--- config.mk ---
export PLATFORM = sky130hd
export DESIGN_NAME = layered_drawing_mux
export DESIGN_NICKNAME = d
export VERILOG_FILES = /design/src/rtl/layered_drawing_mux.sv
export SDC_FILE = /design/constraint.sdc
export NUM_CORES = 1
export LEC_CHECK = 0
export ABC_AREA = 1
export CORE_MARGIN = 2
export CORE_UTILIZATION = 40
export CTS_CLUSTER_DIAMETER = 80
export DETAILED_ROUTE_END_ITERATION = 16
export PLACE_DENSITY = 0.76
export SLEW_MARGIN = 20
export SYNTH_ARGS = -nofsm -noshare
export SYNTH_HDL_FRONTEND = slang
export SYNTH_SLANG_ARGS = --single-unit
--- constraint.sdc ---
create_clock -name clk -period 1.5 [get_ports clk]
set_clock_uncertainty 0.05 [all_clocks]
set_input_delay 0.3 -clock clk [delete_from_list [all_inputs] [get_ports clk]]
set_output_delay 0.3 -clock clk [all_outputs]
set_load 0.05 [all_outputs]
--- src/rtl/layered_drawing_mux.sv ---
// rtl/layered_drawing_mux.sv - N-layer priority pixel mux with frame-synced layer mask and collision flags
// Registered outputs appear one clock after the inputs; mask and collision state change only at frame start.
module layered_drawing_mux #(
  parameter int               NUM_LAYERS  = 8,
  parameter int               RGB_W       = 8,
  parameter logic [RGB_W-1:0] TRANSPARENT = 8'hFF,
  parameter logic [RGB_W-1:0] BG_RGB      = 8'h00,
  localparam int              ID_W        = $clog2(NUM_LAYERS)
) (
  input  logic                        clk,
  input  logic                        resetN,
  input  logic [NUM_LAYERS-1:0]       drawRequest,
  input  logic [NUM_LAYERS*RGB_W-1:0] rgbIn,
  input  logic                        startOfFrame,
  input  logic                        maskLoad,
  input  logic [NUM_LAYERS-1:0]       maskIn,
  output logic                        drawRequestOut,
  output logic [RGB_W-1:0]            RGBOut,
  output logic [ID_W-1:0]             layerIdOut,
  output logic                        collisionOut,
  output logic [NUM_LAYERS-1:0]       frameCollision,
  output logic                        maskPending
);

  logic                  draw_q, coll_q, pend_flag_q;
  logic [RGB_W-1:0]      rgb_q;
  logic [ID_W-1:0]       id_q;
  logic [NUM_LAYERS-1:0] frame_coll_q, sticky_q, active_mask_q, pending_mask_q;

  logic [NUM_LAYERS-1:0] eff;
  logic                  win_found, multi;
  logic [ID_W-1:0]       win_id;
  logic [RGB_W-1:0]      win_rgb;

  // Scan from layer 0 so the first hit is the winner; any later hit means a collision.
  always_comb begin
    eff       = '0;
    win_found = 1'b0;
    multi     = 1'b0;
    win_id    = '0;
    win_rgb   = BG_RGB;
    for (int i = 0; i < NUM_LAYERS; i++) begin
      eff[i] = drawRequest[i] & active_mask_q[i] &
               (rgbIn[i*RGB_W +: RGB_W] != TRANSPARENT);
      if (eff[i]) begin
        if (win_found) begin
          multi = 1'b1;
        end else begin
          win_found = 1'b1;
          win_id    = ID_W'(i);
          win_rgb   = rgbIn[i*RGB_W +: RGB_W];
        end
      end
    end
  end

  always_ff @(posedge clk or negedge resetN) begin
    if (!resetN) begin
      draw_q         <= 1'b0;
      rgb_q          <= BG_RGB;
      id_q           <= '0;
      coll_q         <= 1'b0;
      frame_coll_q   <= '0;
      sticky_q       <= '0;
      active_mask_q  <= '1;
      pending_mask_q <= '1;
      pend_flag_q    <= 1'b0;
    end else begin
      draw_q <= win_found;
      rgb_q  <= win_rgb;
      id_q   <= win_id;
      coll_q <= multi;
      if (startOfFrame) begin
        // The SOF pixel already belongs to the new frame's collision record.
        frame_coll_q <= sticky_q;
        sticky_q     <= multi ? eff : '0;
        if (maskLoad) begin
          active_mask_q  <= maskIn;
          pending_mask_q <= maskIn;
          pend_flag_q    <= 1'b0;
        end else if (pend_flag_q) begin
          active_mask_q <= pending_mask_q;
          pend_flag_q   <= 1'b0;
        end
      end else begin
        if (multi) begin
          sticky_q <= sticky_q | eff;
        end
        if (maskLoad) begin
          pending_mask_q <= maskIn;
          pend_flag_q    <= 1'b1;
        end
      end
    end
  end

  assign drawRequestOut = draw_q;
  assign RGBOut         = rgb_q;
  assign layerIdOut     = id_q;
  assign collisionOut   = coll_q;
  assign frameCollision = frame_coll_q;
  assign maskPending    = pend_flag_q;

endmodule
==> metrics.txt, run 1 <==
status finished, violations left; failing checks setup timing; Die Footprint 7758 sq um; largest net degree at the start of global routing 30; Warnings, synthesis 0; Root Driver clkbuf_8; Worst Path Max Fanout 6; Fmax achieved 524.9 MHz; register area share after synthesis 0.4142; TritonCTS Buffers 5; post-synth top area share 0.2655; first-pass GRT wire length 15410 um; DRC 0; synthesized cell area 2828 sq um; initial antenna violation count 0; # setup viols final 20; Cell Count, Final, Fillers Out 679; kind of critical path flop to flop; Top Layer Used met4; Seq cells post-synth 46; number of port buffers 105; Avg WL per Cell 15.43 um; Worst Max-Slew Pin Slew 0.4445 ns; most common cell after layout, fill and taps aside nand2_1; Final Cycle Share 1.270; filler cell count 443; commonest cells after routing, fill and taps aside nand2_1 (141), buf_4 (55), clkdlybuf4s50_1 (36); Clock Latency Late Sink 0.31 ns; Ports 106; pwr dens 994.1 nW/um^2; Startpoint Class flop; hpwl dp 7323 um; Area Growth Syn to Fin 87.30%; worst hold slack 0.4324 ns; dominant cell type by area after synthesis dfrtp_1; Slew HR 0.7037; Avg Synthesized Cell Area 6.982 sq um; pre-CTS setup slack -0.8139 ns; antenna-violating nets left 0; CP Data Required Time 1.64 ns; fin nets 666; CTS H-tree lvls 2; HP Class input port to asynchronous set/reset pin; final estimated routing congestion in global placement 0.9174; Max VDD drop 859.8 uV; Max Cap Viol 0; drt pass-1 iters 5; starting density of the core 0.4139; met1 wire length 3914 um; GRT Util Overall 0.2567; final worst slack -0.4051 ns; CORE AREA 6832 sq um; Final Util 0.7753; Mapped Cells 405; Remaining Overflow, GRT 0; Placed Instances 653; WL met2 5481 um; synth top area cells dfrtp_1 (27%), nand2_1 (23%), dfstp_2 (15%), inv_1 (5.6%), nand3_1 (3.5%); initial DRC count 250; count of cell types in the netlist 34; Hold Violations, Final 0; CTS sink cnt 46; Worst setup EP type flop; Post-Route WL 10480 um; Synth Net Count 489; Die W 88.08 um; vias in the first global route 3427; vias per std cell 5.190; maximum root-to-sink buffer count 2; crit path time final 1.905 ns; Vias 3524; Pins Over Slew Limit 0; die span in y 88.08 um; met3 wire len 639 um; layout cell share with drive strength beyond 1 0.3705; diode count 0; CTS tree built; WP data arrival 2.05 ns; Worst-path clk slew 0.10 ns; Site Rows 30; RSZ-0062 raised after global routing true; leak pwr 2.633 nW
-- cells by family (layout without fill, tap and decap cells) --
kind of cell / Yosys count / after routing / synth area share
DFF: 46 / 46 / 0.4142
AOI/OAI and AO/OA: 41 / 41 / 0.08805
buffers and inverters: 57 / 235 / 0.08142
and+or+nand+nor: 261 / 261 / 0.4164
-- layout make-up --
| type | count | area (sq um) | area share |
|---|---|---|---|
| clock buffers | 5 | 68.82 | 0.01299 |
| clock inverters | 3 | 23.77 | 0.004489 |
| multi-input cells | 302 | 1784 | 0.3369 |
| repair buffers | 179 | 1922 | 0.3629 |
| flip-flops and latches | 46 | 1172 | 0.2214 |
| inverters | 48 | 205.2 | 0.03874 |
| well taps | 96 | 120.1 | 0.02268 |
-- worst paths after layout --
kind                       slack (ns)                     startpoint  cells after the start                            end
max                             -0.41   active_mask_q[3]$_DFFE_PN1P_                     13            RGBOut[2]$_DFF_PN0_
min                              0.43                         resetN                      2  frameCollision[2]$_DFFE_PN0P_
max in group asynchronous        0.37                         resetN                      3  pending_mask_q[4]$_DFFE_PN1P_
min in group clk                 0.43  pending_mask_q[5]$_DFFE_PN1P_                      2  pending_mask_q[5]$_DFFE_PN1P_
min reg2reg                      0.43  pending_mask_q[5]$_DFFE_PN1P_                      2  pending_mask_q[5]$_DFFE_PN1P_
max reg2reg                     -0.41   active_mask_q[3]$_DFFE_PN1P_                     13            RGBOut[2]$_DFF_PN0_
-- cell usage after synthesis, drive strengths merged --
| cell type | n |
|---|---|
| nand2 | 181 |
| dfstp | 16 |
| o211ai | 1 |
| a21oi | 13 |
| or2 | 3 |
| buf | 7 |
| nand4 | 15 |
| a311oi | 1 |
| nor3 | 2 |
| nand3b | 8 |
| o21a | 3 |
| inv | 46 |
| a31oi | 8 |
| nor2 | 31 |
| clkbuf | 2 |
| clkinv | 2 |
| o2111ai | 1 |
| o21ai | 13 |
| o22ai | 1 |
| nand3 | 21 |
| dfrtp | 30 |
-- worst max-delay path, cell delays in order, from the launching register on --
cell and delay, ns:
dfstp_2 0.55, nand2_2 0.05, inv_2 0.07, nand2_4 0.07, buf_6 0.13, nor2_4 0.18, buf_6 0.15, nand3b_1 0.12
nand2_1 0.12, inv_1 0.06, nand2_1 0.08, nand2_2 0.06, nand2_2 0.06, a21oi_2 0.05
-- sequential cells by signal, indices dropped and copies added, names as in the netlist --
| signal | cells |
|---|---|
| RGBOut | 8 |
| active_mask_q | 8 |
| frameCollision | 8 |
| pending_mask_q | 8 |
| sticky_q | 8 |
| layerIdOut | 3 |
| collisionOut | 1 |
| drawRequestOut | 1 |
| maskPending | 1 |
-- metrics by stage --
step                area (sq um)  total power, mW  TNS (ns)
floorplan                   2918            2.800   -0.5841
global placement            4721            4.053    -14.11
detailed placement          4721            4.099    -15.98
CTS                         5002            5.008    -3.033
global route                5296            5.501    -6.540
finish                      5296            5.265    -5.236
-- routing by layer --
| layer | track usage | vias to the layer above |
|---|---|---|
| met5 | 0 | - |
| met4 | 0.09229 | 0 |
| met3 | 0.05561 | 40 |
| met2 | 0.4725 | 157 |
| met1 | 0.2916 | 1681 |
| li1 | - | 1646 |
-- power by group --
part / switching (mW) / total (mW) / internal, mW / leakage, nW
logic: 1.45 / 2.75 / 1.30 / 2.06
registers: 0.204 / 1.72 / 1.51 / 0.536
clock network: 0.464 / 0.797 / 0.334 / 0.0408
-- what timing repair did --
item | in CTS | in global routing
endpoints found under the hold margin | 9 | 0
setup buffers | 7 | 12
hold buffers | 1 | 0
pin swaps | 38 | 35
setup endpoints to repair | 21 | 21
gates resized for setup | 85 | 90
gates cloned | 1 | 0
Power figures use the tool's default switching activity.
==> run 2: changes to the inputs <==
--- a/config.mk
+++ b/config.mk
@@ -11,4 +11,5 @@
 export CTS_CLUSTER_DIAMETER = 80
 export DETAILED_ROUTE_END_ITERATION = 16
+export MAX_ROUTING_LAYER = met4
 export PLACE_DENSITY = 0.76
 export SLEW_MARGIN = 20
--- a/constraint.sdc
+++ b/constraint.sdc
@@ -3,3 +3,3 @@
 set_input_delay 0.3 -clock clk [delete_from_list [all_inputs] [get_ports clk]]
 set_output_delay 0.3 -clock clk [all_outputs]
-set_load 0.05 [all_outputs]
+set_load 0.1 [all_outputs]
==> metrics.txt, run 2 (synthesis gave the netlist of run 1 again) <==
hpwl dp 6916 um; critical path's top delay family simple AND/OR/NAND/NOR gates; Remaining Overflow, GRT 0; status finished, violations left; CORE AREA 6832 sq um; GRT Util Overall 0.2675; Worst setup EP type flop; Worst Max-Slew Pin Slew 0.2954 ns; vias per std cell 5.145; commonest cells after routing, fill and taps aside nand2_1 (140), buf_4 (48), inv_1 (33); layout cell share with drive strength beyond 1 0.3508; RSZ-0062 raised after global routing true; Fmax achieved 531.6 MHz; leak pwr 2.649 nW; fin area 5218 sq um; Worst Path Max Fanout 6; final worst slack -0.3811 ns; CP Data Required Time 1.65 ns; cell depth of the worst flop-to-flop path 13; initial DRC count 225; vias in the first global route 3388; first-pass GRT wire length 15500 um; CTS H-tree lvls 2; failing checks setup timing; Avg WL per Cell 15.52 um; Hold Violations, Final 0; Pins Over Slew Limit 0; drt pass-1 iters 5; final estimated routing congestion in global placement 0.9882; largest net degree at the start of global routing 47; die span in y 88.08 um; Area Growth Syn to Fin 84.51%; CTS sink cnt 46; Startpoint Class flop; reg-to-reg endpoint RGBOut[5]$_DFF_PN0_; Site Rows 30; Die W 88.08 um; Max Cap Viol 0; Ports 106; HP Class input port to flop; Slew HR 0.8026; number of port buffers 105; Crit path top cell by count nand2_2; Worst Hold Path Cells 3; Final Cycle Share 1.254; Worst Path Buf+Inv 4; DRC 0; TNS Setup -4.191 ns; dpl cell area 4666 sq um; TritonCTS Buffers 5; fin nets 656; max incr delay on CP 0.55 ns; Worst-path clk slew 0.10 ns; CTS tree built; diode count 0; initial antenna violation count 0; pwr dens 1103 nW/um^2; Hold Path Sink RGBOut[5]$_DFF_PN0_; Post-Route WL 10380 um; launching point of the worst reg2reg path active_mask_q[3]$_DFFE_PN1P_; Clock Latency Late Sink 0.30 ns; min-delay src rgbIn[61]; maximum root-to-sink buffer count 2; Vias 3442; most common cell after layout, fill and taps aside nand2_1; # setup viols final 19; reg-to-reg slack, setup -0.38 ns; Die Footprint 7758 sq um; Max VDD drop 1005 uV; worst path cell trace nand2_2 -> inv_2 -> nand2_4 -> buf_6 -> nor2_4 -> buf_6 -> nand3b_1 -> nand2_1 -> inv_1 -> nand2_2 -> nand2_2 -> nand2_2 -> a21oi_2; Crit-path slowest cell dfstp_2; antenna-violating nets left 0; starting density of the core 0.4139; Root Driver clkbuf_8; WP data arrival 2.03 ns; kind of critical path flop to flop; crit path time final 1.881 ns
run 2: cell count changes in the layout (fill, tap and decap cells not counted), sizes merged, moves of 2 or more:
cell / previous run / this run
buf: 96 / 85
dlymetal6s2s: 9 / 14
clkdlybuf4s15: 18 / 15
clkdlybuf4s50: 36 / 19
clkbuf: 9 / 7
dlygate4sd2: 15 / 32
run 2: metrics by stage:
step                worst slack, ns  hold WS, ns  utilization  power (mW)  cells
floorplan                  -0.04054     -0.04559            -       3.320    405
global placement            -0.7047       0.2468       0.6830       4.582    647
detailed placement          -0.7532       0.2517       0.6830       4.627    647
CTS                         -0.2624       0.3514       0.7319       5.547    665
global route                -0.4122       0.2716       0.7637       5.989    669
finish                      -0.3811       0.2399       0.7637       5.757    669
run 2: worst register-to-register path, cell delays in order (launching register included):
cell and delay [ns]:
dfstp_2 0.55, nand2_2 0.05, inv_2 0.08, nand2_4 0.07
buf_6 0.12, nor2_4 0.14, buf_6 0.14, nand3b_1 0.09
nand2_1 0.14, inv_1 0.08, nand2_2 0.09, nand2_2 0.06
nand2_2 0.07, a21oi_2 0.04
run 2: how the worst max path moves through the flow:
stage                                       startpoint                      end  slack (ns)  depth (start not counted)
after global placement                       rgbIn[19]      RGBOut[4]$_DFF_PN0_       -0.70                         14
after detailed placement                     rgbIn[22]      RGBOut[4]$_DFF_PN0_       -0.75                         14
final                     active_mask_q[3]$_DFFE_PN1P_      RGBOut[5]$_DFF_PN0_       -0.38                         13
after CTS                 active_mask_q[3]$_DFFE_PN1P_      RGBOut[3]$_DFF_PN0_       -0.26                         13
after floorplan                              rgbIn[30]  sticky_q[5]$_DFFE_PN0P_       -0.04                         13
after global routing      active_mask_q[3]$_DFFE_PN1P_      RGBOut[5]$_DFF_PN0_       -0.41                         13
run 2: cell type report:
type	instances	area (sq um)
clock buffers	5	68.82
repair buffers	168	1805
fillers	482	1614
clock inverters	3	21.27
multi-input cells	303	1822
inverters	48	205.2
well taps	96	120.1
flip-flops and latches	46	1175
run 2: power breakdown:
part,internal (mW),switching [mW]
registers,1.51,0.196
clock network,0.328,0.444
logic,1.26,2.01
total,3.11,2.65
run 2: layer usage:
metal,vias to the layer above,wire (um),GRT usage
li1,1617,-,-
met1,1603,3896,0.3088
met2,180,5317,0.4745
met3,42,745,0.04336
met4,0,423,0.08540
met5,-,0,-
run 2: repair_timing:
item	4_1_cts	5_1_grt
buffers inserted	8	4
endpoints found under the setup margin	21	21
hold buffers	1	0
hold endpoints to repair	30	0
gates resized for setup	110	67
pin swaps	46	27
cloned	1	0
==> run 3: changes to the inputs <==
- CELL_PAD_IN_SITES_DETAIL_PLACEMENT: unset -> 1
- CELL_PAD_IN_SITES_GLOBAL_PLACEMENT: unset -> 2
- CORE_UTILIZATION: 40 -> 21
- PLACE_DENSITY: 0.76 -> unset
- PLACE_DENSITY_LB_ADDON: unset -> 0.1
- SLEW_MARGIN: 20 -> 10
==> metrics.txt, run 3 (synthesis gave the netlist of run 1 again) <==
Fmax achieved 562.4 MHz; Switching Share 0.4251; Ports 106; commonest cells after routing, fill and taps aside nand2_1 (129), buf_4 (68), nand2_2 (38); initial DRC count 92; CORE AREA 13190 sq um; pwr dens 1129 nW/um^2; GRT Util Overall 0.1675; number of port buffers 105; Remaining Overflow, GRT 0; reg-to-reg endpoint RGBOut[1]$_DFF_PN0_; initial antenna violation count 0; starting density of the core 0.2144; sw power 2.722 mW; leak pwr 2.741 nW; Die Footprint 14410 sq um; largest net degree at the start of global routing 21; die span in y 120.0 um; maximum root-to-sink buffer count 2; CP Data Required Time 1.67 ns; Vias 3330; HP Class input port to flop; TritonCTS Buffers 5; Worst Path Max Fanout 7; Slew HR 0.7919; fin nets 683; layout cell share with drive strength beyond 1 0.4133; Gate power share 0.530; Die W 120.0 um; failing checks setup timing; most common cell after layout, fill and taps aside nand2_1; Post-Route WL 11290 um; vias per std cell 4.291; final worst slack -0.2781 ns; diode count 0; Hold Violations, Final 0; Pins Over Slew Limit 0; launching point of the worst reg2reg path active_mask_q[0]$_DFFE_PN1P_; CTS tree built; first-pass GRT wire length 18490 um; Worst-path clk slew 0.07 ns; Avg WL per Cell 14.55 um; DRC 0; Startpoint Class input port; vias in the first global route 3638; kind of critical path input port to flop; Max Cap Viol 0; hpwl dp 9067 um; Root Driver clkbuf_16; Clock Latency Late Sink 0.29 ns; Site Rows 42; Worst setup EP type flop; cell depth of the worst flop-to-flop path 11; CTS sink cnt 46; crit path time final 1.778 ns; Flop pwr share 0.269; antenna-violating nets left 0; WP data arrival 1.95 ns; Hold Path Sink RGBOut[0]$_DFF_PN0_; RSZ-0062 raised after global routing true; Clock Power Share 0.201; Final Cycle Share 1.185; final estimated routing congestion in global placement 0.7888; pre-CTS setup slack -0.8779 ns; drt pass-1 iters 4; status finished, violations left; reg-to-reg slack, setup -0.24 ns; Worst Max-Slew Pin Slew 0.3114 ns; Max VDD drop 869.5 uV; Pint 3.682 mW; Area Growth Syn to Fin 100.6%; CTS H-tree lvls 2; # setup viols final 20; worst hold slack 0.2740 ns; Worst Hold Path Cells 3; min-delay src rgbIn[56]
## run 3: cell types whose count changed in the layout (fill, tap and decap cells not counted), moves of 3 or more
cell,delta
o21ai_1,-3
nand2_2,+10
buf_4,+20
clkbuf_16,+5
nand3_2,+4
clkdlybuf4s50_1,+12
clkbuf_8,-5
buf_12,+3
nand2_1,-11
dlymetal6s2s_1,-10
nand3_1,-4
## run 3: per-stage QoR
stage | cell area [sq um] | instances | total power, mW | setup TNS, ns | util
6_report | 5673 | 776 | 6.404 | -4.374 | 0.4301
5_1_grt | 5673 | 776 | 6.733 | -6.025 | 0.4301
4_1_cts | 5538 | 773 | 6.371 | -3.965 | 0.4198
3_5_place_dp | 4964 | 750 | 4.777 | -16.98 | 0.3763
3_3_place_gp | 4964 | 750 | 4.740 | -16.14 | 0.3763
2_1_floorplan | 2933 | 405 | 3.320 | -0.4886 | -
## run 3: layout make-up
| cell class | instances | area [sq um] |
|---|---|---|
| inverter | 48 | 197.7 |
| multi-input combinational | 303 | 1868 |
| tap | 176 | 220.2 |
| clock inverter | 3 | 43.79 |
| sequential | 46 | 1175 |
| fill | 1588 | 7517 |
| timing repair buffer | 195 | 2043 |
| clock buffer | 5 | 125.1 |
## run 3: power groups by stage
stage	Combinational, mW	Sequential (mW)	Clock (mW)
6_report	3.39	1.72	1.29
3_3_place_gp	3.01	1.73	0
5_1_grt	3.61	1.75	1.37
4_1_cts	3.34	1.72	1.31
2_1_floorplan	0.700	2.62	0
3_5_place_dp	3.04	1.73	0
## run 3: repair_timing
item | in CTS | in global routing
endpoints found under the hold margin | 9 | 0
buffers inserted | 11 | 3
pin swaps | 53 | 21
setup endpoints to repair | 21 | 21
cloned | 3 | 0
resized for setup | 130 | 54
hold buffers | 1 | 0
## run 3: worst max path at each step
| stage | from | to | cells past startpoint | slack (ns) |
|---|---|---|---|---|
| after floorplan | rgbIn[30] | sticky_q[5]$_DFFE_PN0P_ | 13 | -0.04 |
| after global placement | rgbIn[9] | RGBOut[0]$_DFF_PN0_ | 14 | -0.85 |
| after detailed placement | rgbIn[9] | RGBOut[3]$_DFF_PN0_ | 14 | -0.88 |
| after CTS | active_mask_q[3]$_DFFE_PN1P_ | RGBOut[6]$_DFF_PN0_ | 13 | -0.29 |
| after global routing | active_mask_q[3]$_DFFE_PN1P_ | RGBOut[7]$_DFF_PN0_ | 13 | -0.39 |
| final | drawRequest[3] | RGBOut[1]$_DFF_PN0_ | 12 | -0.28 |
## run 3: worst max-delay path: stages
cell and delay, ns:
clkdlybuf4s50_1 0.42, nand2_2 0.08, inv_2 0.05, nand2_4 0.08, nand2_4 0.07, nor2_8 0.19
nand2_4 0.09, nor2_8 0.17, inv_6 0.07, nor2_8 0.16, o21ai_1 0.10, a21oi_1 0.14
## run 3: metal layers
layer,GRT usage,vias to the layer above,share of wire
met5,-,-,0
met3,0.02614,8,0.033
met4,0.02647,0,0.0062
met1,0.2103,1591,0.44
li1,-,1670,-
met2,0.2898,61,0.52
